**src/rtl/mem_arb_pkg.sv**
```systemverilog
// Shared types and constants for the BIOS memory arbiter.
package mem_arb_pkg;

  localparam int unsigned STARVE_W = 4;

  typedef enum logic {
    OWN_D = 1'b0,
    OWN_I = 1'b1
  } owner_e;

  typedef enum logic {
    ST_ARB   = 1'b0,
    ST_FORCE = 1'b1
  } state_e;

endpackage

```
**src/rtl/arb_starve_ctr.sv**
```systemverilog
// Counts consecutive cycles in which fetch loses to data; flags when fetch must be forced to win.
module arb_starve_ctr
  import mem_arb_pkg::*;
#(
  parameter int unsigned STARVE_MAX = 4
) (
  input  logic clk,
  input  logic rst,
  input  logic i_req,
  input  logic d_req,
  input  logic i_gnt,
  input  logic state,
  output logic force_next
);

  localparam logic [STARVE_W-1:0] CntLast = STARVE_W'(STARVE_MAX - 1);

  logic [STARVE_W-1:0] cnt_q, cnt_d;

  always_comb begin
    force_next = 1'b0;
    cnt_d      = cnt_q;
    if (state_e'(state) == ST_ARB) begin
      if (i_gnt || !i_req) begin
        cnt_d = '0;
      end else if (d_req) begin
        if (cnt_q == CntLast) begin
          force_next = 1'b1;
          cnt_d      = '0;
        end else begin
          cnt_d = cnt_q + 1'b1;
        end
      end
    end else begin
      cnt_d = '0;
    end
  end

  always_ff @(posedge clk) begin
    if (rst) begin
      cnt_q <= '0;
    end else begin
      cnt_q <= cnt_d;
    end
  end

endmodule

```
**src/rtl/bios_mem_arbiter.sv**
```systemverilog
// Arbitrates fetch and data ports onto one synchronous-read BIOS memory, data first with a
// starvation guard. Optional statistics counters are enabled by defining MEM_ARB_STATS_EN.
module bios_mem_arbiter
  import mem_arb_pkg::*;
#(
  parameter int unsigned ADDR_W     = 12,
  parameter int unsigned STARVE_MAX = 4
) (
  input  logic              clk,
  input  logic              rst,
  input  logic              d_req,
  input  logic [3:0]        d_we,
  input  logic [ADDR_W-1:0] d_addr,
  input  logic [31:0]       d_wdata,
  output logic              d_gnt,
  output logic              d_rvalid,
  output logic [31:0]       d_rdata,
  input  logic              i_req,
  input  logic [ADDR_W-1:0] i_addr,
  output logic              i_gnt,
  output logic              i_rvalid,
  output logic [31:0]       i_rdata,
  output logic              mem_en,
  output logic [3:0]        mem_we,
  output logic [ADDR_W-1:0] mem_addr,
  output logic [31:0]       mem_din,
  input  logic [31:0]       mem_dout,
  output logic [31:0]       stat_conflicts,
  output logic [31:0]       stat_forced
);

  state_e state_q, state_d;
  owner_e owner_q, owner_d;
  logic   rd_pending_q, rd_pending_d;
  logic   force_next;

  arb_starve_ctr #(
    .STARVE_MAX(STARVE_MAX)
  ) u_starve (
    .clk       (clk),
    .rst       (rst),
    .i_req     (i_req),
    .d_req     (d_req),
    .i_gnt     (i_gnt),
    .state     (state_q),
    .force_next(force_next)
  );

  always_comb begin
    d_gnt   = 1'b0;
    i_gnt   = 1'b0;
    state_d = state_q;
    unique case (state_q)
      ST_ARB: begin
        d_gnt = d_req;
        i_gnt = i_req & ~d_req;
        if (force_next) state_d = ST_FORCE;
      end
      ST_FORCE: begin
        i_gnt = i_req;
        d_gnt = d_req & ~i_req;
        if (i_gnt || !i_req) state_d = ST_ARB;
      end
      default: state_d = ST_ARB;
    endcase
  end

  always_comb begin
    mem_we   = 4'b0000;
    mem_addr = '0;
    mem_din  = '0;
    if (d_gnt) begin
      mem_we   = d_we;
      mem_addr = d_addr;
      mem_din  = d_wdata;
    end else if (i_gnt) begin
      mem_addr = i_addr;
    end
  end

  assign mem_en = d_gnt | i_gnt;

  // Owner only changes on a grant so the returning read always routes to its issuer.
  always_comb begin
    owner_d      = owner_q;
    rd_pending_d = mem_en & (mem_we == 4'b0000);
    if (d_gnt) begin
      owner_d = OWN_D;
    end else if (i_gnt) begin
      owner_d = OWN_I;
    end
  end

  always_ff @(posedge clk) begin
    if (rst) begin
      state_q      <= ST_ARB;
      owner_q      <= OWN_D;
      rd_pending_q <= 1'b0;
    end else begin
      state_q      <= state_d;
      owner_q      <= owner_d;
      rd_pending_q <= rd_pending_d;
    end
  end

  assign d_rvalid = rd_pending_q & (owner_q == OWN_D);
  assign i_rvalid = rd_pending_q & (owner_q == OWN_I);
  assign d_rdata  = mem_dout;
  assign i_rdata  = mem_dout;

`ifdef MEM_ARB_STATS_EN
  logic [31:0] conflicts_q, forced_q;

  always_ff @(posedge clk) begin
    if (rst) begin
      conflicts_q <= '0;
      forced_q    <= '0;
    end else begin
      if (d_req && i_req && (conflicts_q != 32'hFFFF_FFFF)) conflicts_q <= conflicts_q + 1'b1;
      if ((state_q == ST_FORCE) && i_gnt && (forced_q != 32'hFFFF_FFFF)) begin
        forced_q <= forced_q + 1'b1;
      end
    end
  end

  assign stat_conflicts = conflicts_q;
  assign stat_forced    = forced_q;
`else
  assign stat_conflicts = 32'd0;
  assign stat_forced    = 32'd0;
`endif

endmodule

```
**config.mk**
```make
export PLATFORM = sky130hd
export DESIGN_NAME = bios_mem_arbiter
export DESIGN_NICKNAME = d
export VERILOG_FILES = /design/src/rtl/mem_arb_pkg.sv /design/src/rtl/arb_starve_ctr.sv /design/src/rtl/bios_mem_arbiter.sv
export SDC_FILE = /design/constraint.sdc
export NUM_CORES = 1
export LEC_CHECK = 0
export CAP_MARGIN = 20
export CELL_PAD_IN_SITES_DETAIL_PLACEMENT = 2
export CELL_PAD_IN_SITES_GLOBAL_PLACEMENT = 2
export CORE_MARGIN = 5
export CORE_UTILIZATION = 10
export DETAILED_ROUTE_END_ITERATION = 10
export MAX_ROUTING_LAYER = met4
export PLACE_DENSITY_LB_ADDON = 0.1
export SETUP_SLACK_MARGIN = 0.02
export SLEW_MARGIN = 20
export SYNTH_ARGS = -nofsm -noshare
export SYNTH_HDL_FRONTEND = slang
export SYNTH_SLANG_ARGS = --single-unit
```
**constraint.sdc**
```tcl
create_clock -name clk -period 1.16 [get_ports clk]
set_input_delay 0.232 -clock clk [delete_from_list [all_inputs] [get_ports clk]]
set_output_delay 0.232 -clock clk [all_outputs]
set_load 0.02 [all_outputs]
```
**Word-level counts from Yosys, hierarchy flattened**

Index checks and enable logic that the tools add are counted.

- Flip-flop bits (word level): 7
- Input port bits: 96
- Logic and storage cells: 34

- Add/subtract/negate cells: 1
- Equality and inequality tests: 1
- Muxes and demuxes: 13
- Bitwise gates (word level): 10
- Reductions and logical operators: 5

Operators by type and width:

| cell | number |
|---|---|
| $mux W32 | 1 |
| $mux W12 | 2 |
| $mux W4 | 2 |
| $pmux W1 S2 | 3 |
| $and A1 B1 Y1 | 5 |
| $mux W1 | 5 |
| $add A4 B1 Y4 const B | 1 |
| $eq A4 B2 Y1 const B | 1 |
| $logic_not A4 Y1 | 1 |
| $not A1 Y1 | 4 |
| $reduce_or A3 Y1 | 1 |
| $reduce_or A2 Y1 | 1 |
| $logic_not A1 Y1 | 1 |
| $logic_or A1 B1 Y1 | 1 |
| $or A1 B1 Y1 | 1 |

**Longest topological paths before layout**

Gate-level depths: netlist of the first run.

- Depth after elaboration: 8
- Depth in mapped cells: 5

**By module**

A second synthesis of the first run with hierarchy kept.

- Cell total of the unflattened synthesis: 219
- Area, all modules: 1657.8 µm²

Modules (own cells, without submodules):

| module | times used | cells an instance | area an instance (µm²) | seq. area each (µm²) |
|---|---|---|---|---|
| bios_mem_arbiter | 1 | 199 | 1470.2 | 60.1 |
| arb_starve_ctr | 1 | 20 | 187.7 | 80.1 |

**Least setup slack after synthesis of the first run**

No wires, ideal clock.

- Kind: register to output
- Start point: reg state_q
- End point: out mem_addr[10]
- Arrival time: 1.139 ns
- Slack: -0.211 ns
- Cell stages (with the launch flop): 5
- Buffers on the path: 1
- Cell sequence: dfxtp_1 > nand2b_4 > and2_1 > buf_2 > a22o_1

- Cells in the longest elaborated chain, start to end: 4
- Elaborated cells between the ends (all ways): 5
- Classes of those cells: mux: 4; bitwise: 1

Ends and longest elaborated chain:

| element | RTL line | text |
|---|---|---|
| start: declaration | bios_mem_arbiter.sv:32 | `state_e state_q, state_d;` |
| start signal: assignment | bios_mem_arbiter.sv:100 | `state_q <= state_d;` |
| $not A1 Y1 | bios_mem_arbiter.sv:53 | `unique case (state_q)` |
| $pmux W1 S2 (*) | bios_mem_arbiter.sv:53 |  |
| via i_gnt | bios_mem_arbiter.sv:20 | `output logic i_gnt,` |
| $mux W12 (*) | bios_mem_arbiter.sv:76 | `end else if (i_gnt) begin` |
| $mux W12 (*) | bios_mem_arbiter.sv:72 | `if (d_gnt) begin` |
| end: declaration | bios_mem_arbiter.sv:25 | `output logic [ADDR_W-1:0] mem_addr,` |

Mark *: on every way through the listed nets, which the timed path passes. The rest lies on a longest branch.

**Worst setup path in the final report of the first run**

- Start point: reg state_q
- End point: out mem_addr[8]

- Cells in the longest elaborated chain, start to end: 4
- Elaborated cells between the ends (all ways): 5
- Classes of those cells: mux: 4; bitwise: 1

Ends and longest elaborated chain:

| element | RTL line |
|---|---|
| $not A1 Y1 | bios_mem_arbiter.sv:53 |
| $pmux W1 S2 | bios_mem_arbiter.sv:53 |
| $mux W12 | bios_mem_arbiter.sv:76 |
| $mux W12 (*) | bios_mem_arbiter.sv:72 |

Every way passes the cells marked *; elsewhere a longest branch is shown, timed or not.

==> results_dict.tcl, run 1 <==
set metrics [dict create \
    use_met2_pct 12.3 \
    ant_nets 0 \
    fin_ws_ns -0.439 \
    avgSynthCellArea_um2 7.75 \
    fin_crit_ns 1.60 \
    start_kind "flip-flop" \
    slew_viol_final 0 \
    clk_pin_slew_ns 0.04 \
    pin_count 277 \
    grt_usage_pct 7.24 \
    ys_warn_count 0 \
    status "complete, but fails checks" \
    worstSetupPathType "flip-flop to output port" \
    startpoint "state_q" \
    met3_usage_pct 3.09 \
    fp.dieW_um 139 \
    seq_area_frac_synth_pct 8.37 \
    grt_pass1_vias 1596 \
    setup_viol 56 \
    post-route-util_pct 17.4 \
    fp.coreArea_um2 16500 \
    drive_gt1_share_pct 47.7 \
    pre_cts_ws_ns -1.14 \
    areaGrowthSynthToFinish_pct 72.0 \
    dr.pass1.iters 3 \
    cts_max_path_buffers 2 \
    rr_startpoint "state_q" \
    syn_inst 216 \
    hp-class "input pin to flip-flop" \
    worstSetupEndpointType "output port" \
    violations "setup timing" \
    clk_latency_ns 0.23 \
    fmax_mhz 625 \
    cp_max_fo 6 \
    timing.hold.ws_ns 0.422 \
    leakagePower_nw 1.28 \
    synth_area_um2 1670 \
    layout_commonest_cell "conb_1" \
    cts.sink_count 7 \
    cts_tree "done" \
    grt_max_degree 20 \
    root_buffer "clkbuf_16" \
    fp.dieArea_um2 19400 \
    via_per_inst 2.78 \
    gp_congestion 0.675 \
    top_usage_layer "met2" \
    overflow 0 \
    rsz0062_at_grt "yes" \
    numCtsBuffers 3 \
    synth_seq_cells 7 \
    dp_hpwl_um 5770 \
    port_buffers 116 \
    cap_violations 0 \
    skew_ns 0.00233 \
    cp_data_required_time_ns 0.93 \
    start_util_pct 10.1 \
    num_antenna_cells 0 \
    fp.dieH_um 139 \
    post_synth_num_cell_types 25 \
    cts_hold_buf 0 \
    drt-initial-drc-count 11 \
    h-tree-depth 1 \
    powerDensity_nw_per_um2 671 \
    antenna_found_initial 0 \
    arrival_ns 1.37 \
    post_drt_wl_per_cell_um 14.2 \
    hold_start "d_req" \
    reg2reg_slack_ns -0.13 \
    mostFrequentLayoutCells "conb_1 (64), clkdlybuf4s50_1 (61), and2_2 (31)" \
    finalHoldViolations 0 \
    finalCritPeriodShare_pct 138 \
    routed-via-count 1403 \
    drc_errors 0 \
    std_cell_rows 47 \
    peakVddDrop_mv 0.331 \
    use_met1_pct 7.74 \
    fin_nets 383 \
    grt_pass1_wl_um 10700 \
    routed_wirelength_um 7160 \
]
==> cells in the mapped netlist, drive strengths merged <==
cell type	instances	area (um^2)
nand4	1	6.26
a211oi	1	12.5
and2	38	238
a21boi	1	11.3
or2	1	6.26
dfxtp	7	140
nand2	2	7.51
buf	133	995
o41ai	1	8.76
ha	1	12.5
nor4	1	21.3
conb	1	3.75
nand4b	1	8.76
xor2	1	8.76
mux2i	1	10.0
and3b	1	8.76
clkbuf	2	7.51
a21oi	2	10.0
nor2	4	15.0
or3b	1	11.3
nand2b	1	13.8
nor2b	2	12.5
a22o	12	105
==> where the power goes <==
| part | internal (W) | switching [W] | total, W |
|---|---|---|---|
| Sequential | 0.000248 | 0.00000338 | 0.000251 |
| Combinational | 0.000550 | 0.000541 | 0.00109 |
| Clock | 0.000458 | 0.000131 | 0.000589 |
==> logic make-up (layout without fill, tap and decap cells) <==
| logic type | count (synthesis) | after routing | synth area share (%) |
|---|---|---|---|
| buf+inv | 135 | 141 | 59.9 |
| simple gates | 53 | 53 | 20.9 |
| compound gates | 17 | 17 | 8.82 |
| flops | 7 | 7 | 8.37 |
| fa+ha+maj | 1 | 1 | 0.747 |
| other cells | 1 | 64 | 0.224 |
| xor+xnor | 1 | 1 | 0.523 |
| mux | 1 | 1 | 0.598 |
==> metal layers <==
| layer | share of wire [%] | routed length [um] |
|---|---|---|
| met1 | 34 | 2470 |
| met2 | 51 | 3630 |
| met5 | 0 | 0 |
| met4 | 2.5 | 177 |
| met3 | 12 | 888 |
==> worst paths after layout <==
kind | to | cells past startpoint
setup reg to reg | rd_pending_q | 6
hold / removal | u_starve.cnt_q[1] | 4
hold reg to reg | u_starve.cnt_q[0] | 1
setup / recovery | mem_addr[8] | 5
==> worst max-delay path, stage by stage, from the launching register on <==
cell      delay [ns]
dfxtp_2         0.32
nand2b_4        0.14
and2_4          0.16
buf_16          0.14
a22o_4          0.24
buf_6           0.13
==> repair_timing <==
action / in CTS / in global routing
endpoints found under the hold margin: 0 / 0
gates resized for setup: 277 / 4
pin swaps: 10 / 6
buffers inserted: 7 / 3
endpoints found under the setup margin: 59 / 57
cloned: 3 / 2
==> stage by stage <==
| step | total power, W | TNS (ns) | instances | instance area (um^2) |
|---|---|---|---|---|
| 6_report | 0.00193 | -20.00 | 505 | 2880 |
| 5_1_grt | 0.00204 | -23.39 | 505 | 2880 |
| 4_1_cts | 0.00194 | -19.73 | 502 | 2830 |
| 3_5_place_dp | 0.00125 | -59.48 | 490 | 2560 |
| 3_3_place_gp | 0.00125 | -59.39 | 490 | 2560 |
| 2_1_floorplan | 0.00125 | -2.37 | 279 | 2050 |
==> state kept, by name, summed over array words and instances, names as in the netlist <==
name	flops
owner_q	1
rd_pending_q	1
state_q	1
u_starve.cnt_q	4
==> area by class of cell <==
type | count | area [um^2]
well taps | 220 | 275
multi-input cells | 137 | 936
repair buffers | 137 | 1450
clock buffers | 4 | 78.8
fillers | 1932 | 13600
flip-flops and latches | 7 | 143
Power figures use the tool's default switching activity.
==> run 2: changes to the inputs <==
Settings changed: PLACE_DENSITY from default to 0.95, PLACE_DENSITY_LB_ADDON 0.1 to default.
==> run 2 against run 1 <==
Effect of this change: the run still ends with setup timing left; sequential cell count stayed put; via count increased by 7.0%; largest power group unchanged; die area is the same; total power rose by 11%; global-route usage grew 0.89 points; largest cell class unchanged; core utilization is 2.0 points higher.
==> results_dict.tcl, run 2 (same netlist as run 1, synthesis figures left out) <==
set metrics [dict create \
    dr.pass1.iters 4 \
    fp.dieH_um 139 \
    grt_pass1_vias 1768 \
    numCtsBuffers 3 \
    root_buffer "clkbuf_16" \
    cts_tree "done" \
    fin_area_um2 3200 \
    dp_cells 493 \
    start_util_pct 10.1 \
    h-tree-depth 1 \
    clk_latency_ns 0.23 \
    ant_nets 0 \
    clk_pin_slew_ns 0.04 \
    port_buffers 116 \
    place_area_um2 2580 \
    cts_hold_buf 0 \
    setup_viol 56 \
    cap_violations 0 \
    cp_max_fo 6 \
    violations "setup timing" \
    reg2reg_depth 8 \
    skew_ns 0.000947 \
    timing.hold.ws_ns 0.432 \
    largest_reg_flops 4 \
    routed_wirelength_um 8310 \
    status "complete, but fails checks" \
    fmax_mhz 614 \
    std_cell_rows 47 \
    fin_nets 396 \
    fp.dieArea_um2 19400 \
    start_kind "flip-flop" \
    cp_data_required_time_ns 0.93 \
    powerDensity_nw_per_um2 666 \
    fp.dieW_um 139 \
    mostFrequentLayoutCells "conb_1 (64), buf_6 (62), clkdlybuf4s50_1 (61)" \
    slew_viol_final 0 \
    fp.coreArea_um2 16500 \
    fin_crit_ns 1.63 \
    grt_max_degree 11 \
    post-route-util_pct 19.4 \
    rsz0062_at_grt "yes" \
    pin_count 277 \
    fillers 1857 \
    finalCritPeriodShare_pct 140 \
    peakVddDrop_mv 0.478 \
    drt-initial-drc-count 12 \
    worstSetupPathType "flip-flop to output port" \
    via_per_inst 2.90 \
    finalPower_w 0.00213 \
    grt_usage_pct 8.13 \
    areaGrowthSynthToFinish_pct 91.3 \
    gp_congestion 0.729 \
    holdPathStages 4 \
    hp-class "input pin to flip-flop" \
    routed-via-count 1501 \
    num_antenna_cells 0 \
    grt_pass1_wl_um 11600 \
    layout_commonest_cell "conb_1" \
    arrival_ns 1.40 \
    antenna_found_initial 0 \
    finalHoldViolations 0 \
    worstSetupEndpointType "output port" \
    leakagePower_nw 1.46 \
    dp_hpwl_um 5980 \
    post_drt_wl_per_cell_um 16.0 \
    cts.sink_count 7 \
    fin_ws_ns -0.467 \
    overflow 0 \
    cts_max_path_buffers 2 \
    regMostFlops "u_starve.cnt_q" \
    drc_errors 0 \
    finalNonFillerCells 518 \
    drive_gt1_share_pct 50.3 \
]
run 2: cell count changes in the layout (fill, tap and decap cells not counted), moves of 3 or more:
cell	delta
buf_4	-16
and2_2	-31
buf_12	+3
buf_6	+35
and2_4	+32
buf_16	+4
clkdlybuf4s15_2	-13
run 2: final cells by class:
class                           count  area, um^2  area share (%)
Sequential cell                     7         143            4.45
Tap cell                          220         275            8.60
Multi-Input combinational cell    138         986            30.8
Timing Repair Buffer              149        1720            53.7
Clock buffer                        4        78.8            2.46
run 2: path summary, 6_finish.rpt:
path	start	to	slack (ns)
worst min register to register	u_starve.cnt_q[0]	u_starve.cnt_q[0]	0.48
worst max-delay path	state_q	mem_addr[6]	-0.47
worst min-delay path	i_req	owner_q	0.43
worst max register to register	state_q	rd_pending_q	-0.22
run 2: per-layer routing:
| metal | track usage (%) | wire [um] |
|---|---|---|
| met1 | 8.20 | 2810 |
| met2 | 14.4 | 4230 |
| met3 | 3.43 | 1060 |
| met4 | 2.27 | 223 |
| met5 | - | 0 |
run 2: repair_timing:
item	4_1_cts	5_1_grt
setup buffers	8	7
gates resized for setup	358	19
setup endpoints to repair	60	57
gates cloned	8	1
pin swaps	26	17
run 2: power breakdown:
part | total, W | internal [W] | switching (W)
clock | 0.000601 | 0.000459 | 0.000142
sequential | 0.000251 | 0.000248 | 0.00000356
combinational | 0.00128 | 0.000683 | 0.000599
total | 0.00213 | 0.00139 | 0.000745
run 2: worst max-delay path, cell delays in order, from the launching register on:
cell      delay, ns
dfxtp_2        0.32
nand2b_4       0.16
and2_4         0.18
buf_6          0.12
a22o_4         0.23
buf_6          0.13
run 2: through the flow:
step,setup slack (ns),TNS [ns]
floorplan,-0.0666,-2.37
CTS,-0.479,-21.39
global placement,-1.12,-58.11
detailed placement,-1.15,-59.70
global route,-0.528,-23.54
finish,-0.467,-20.24
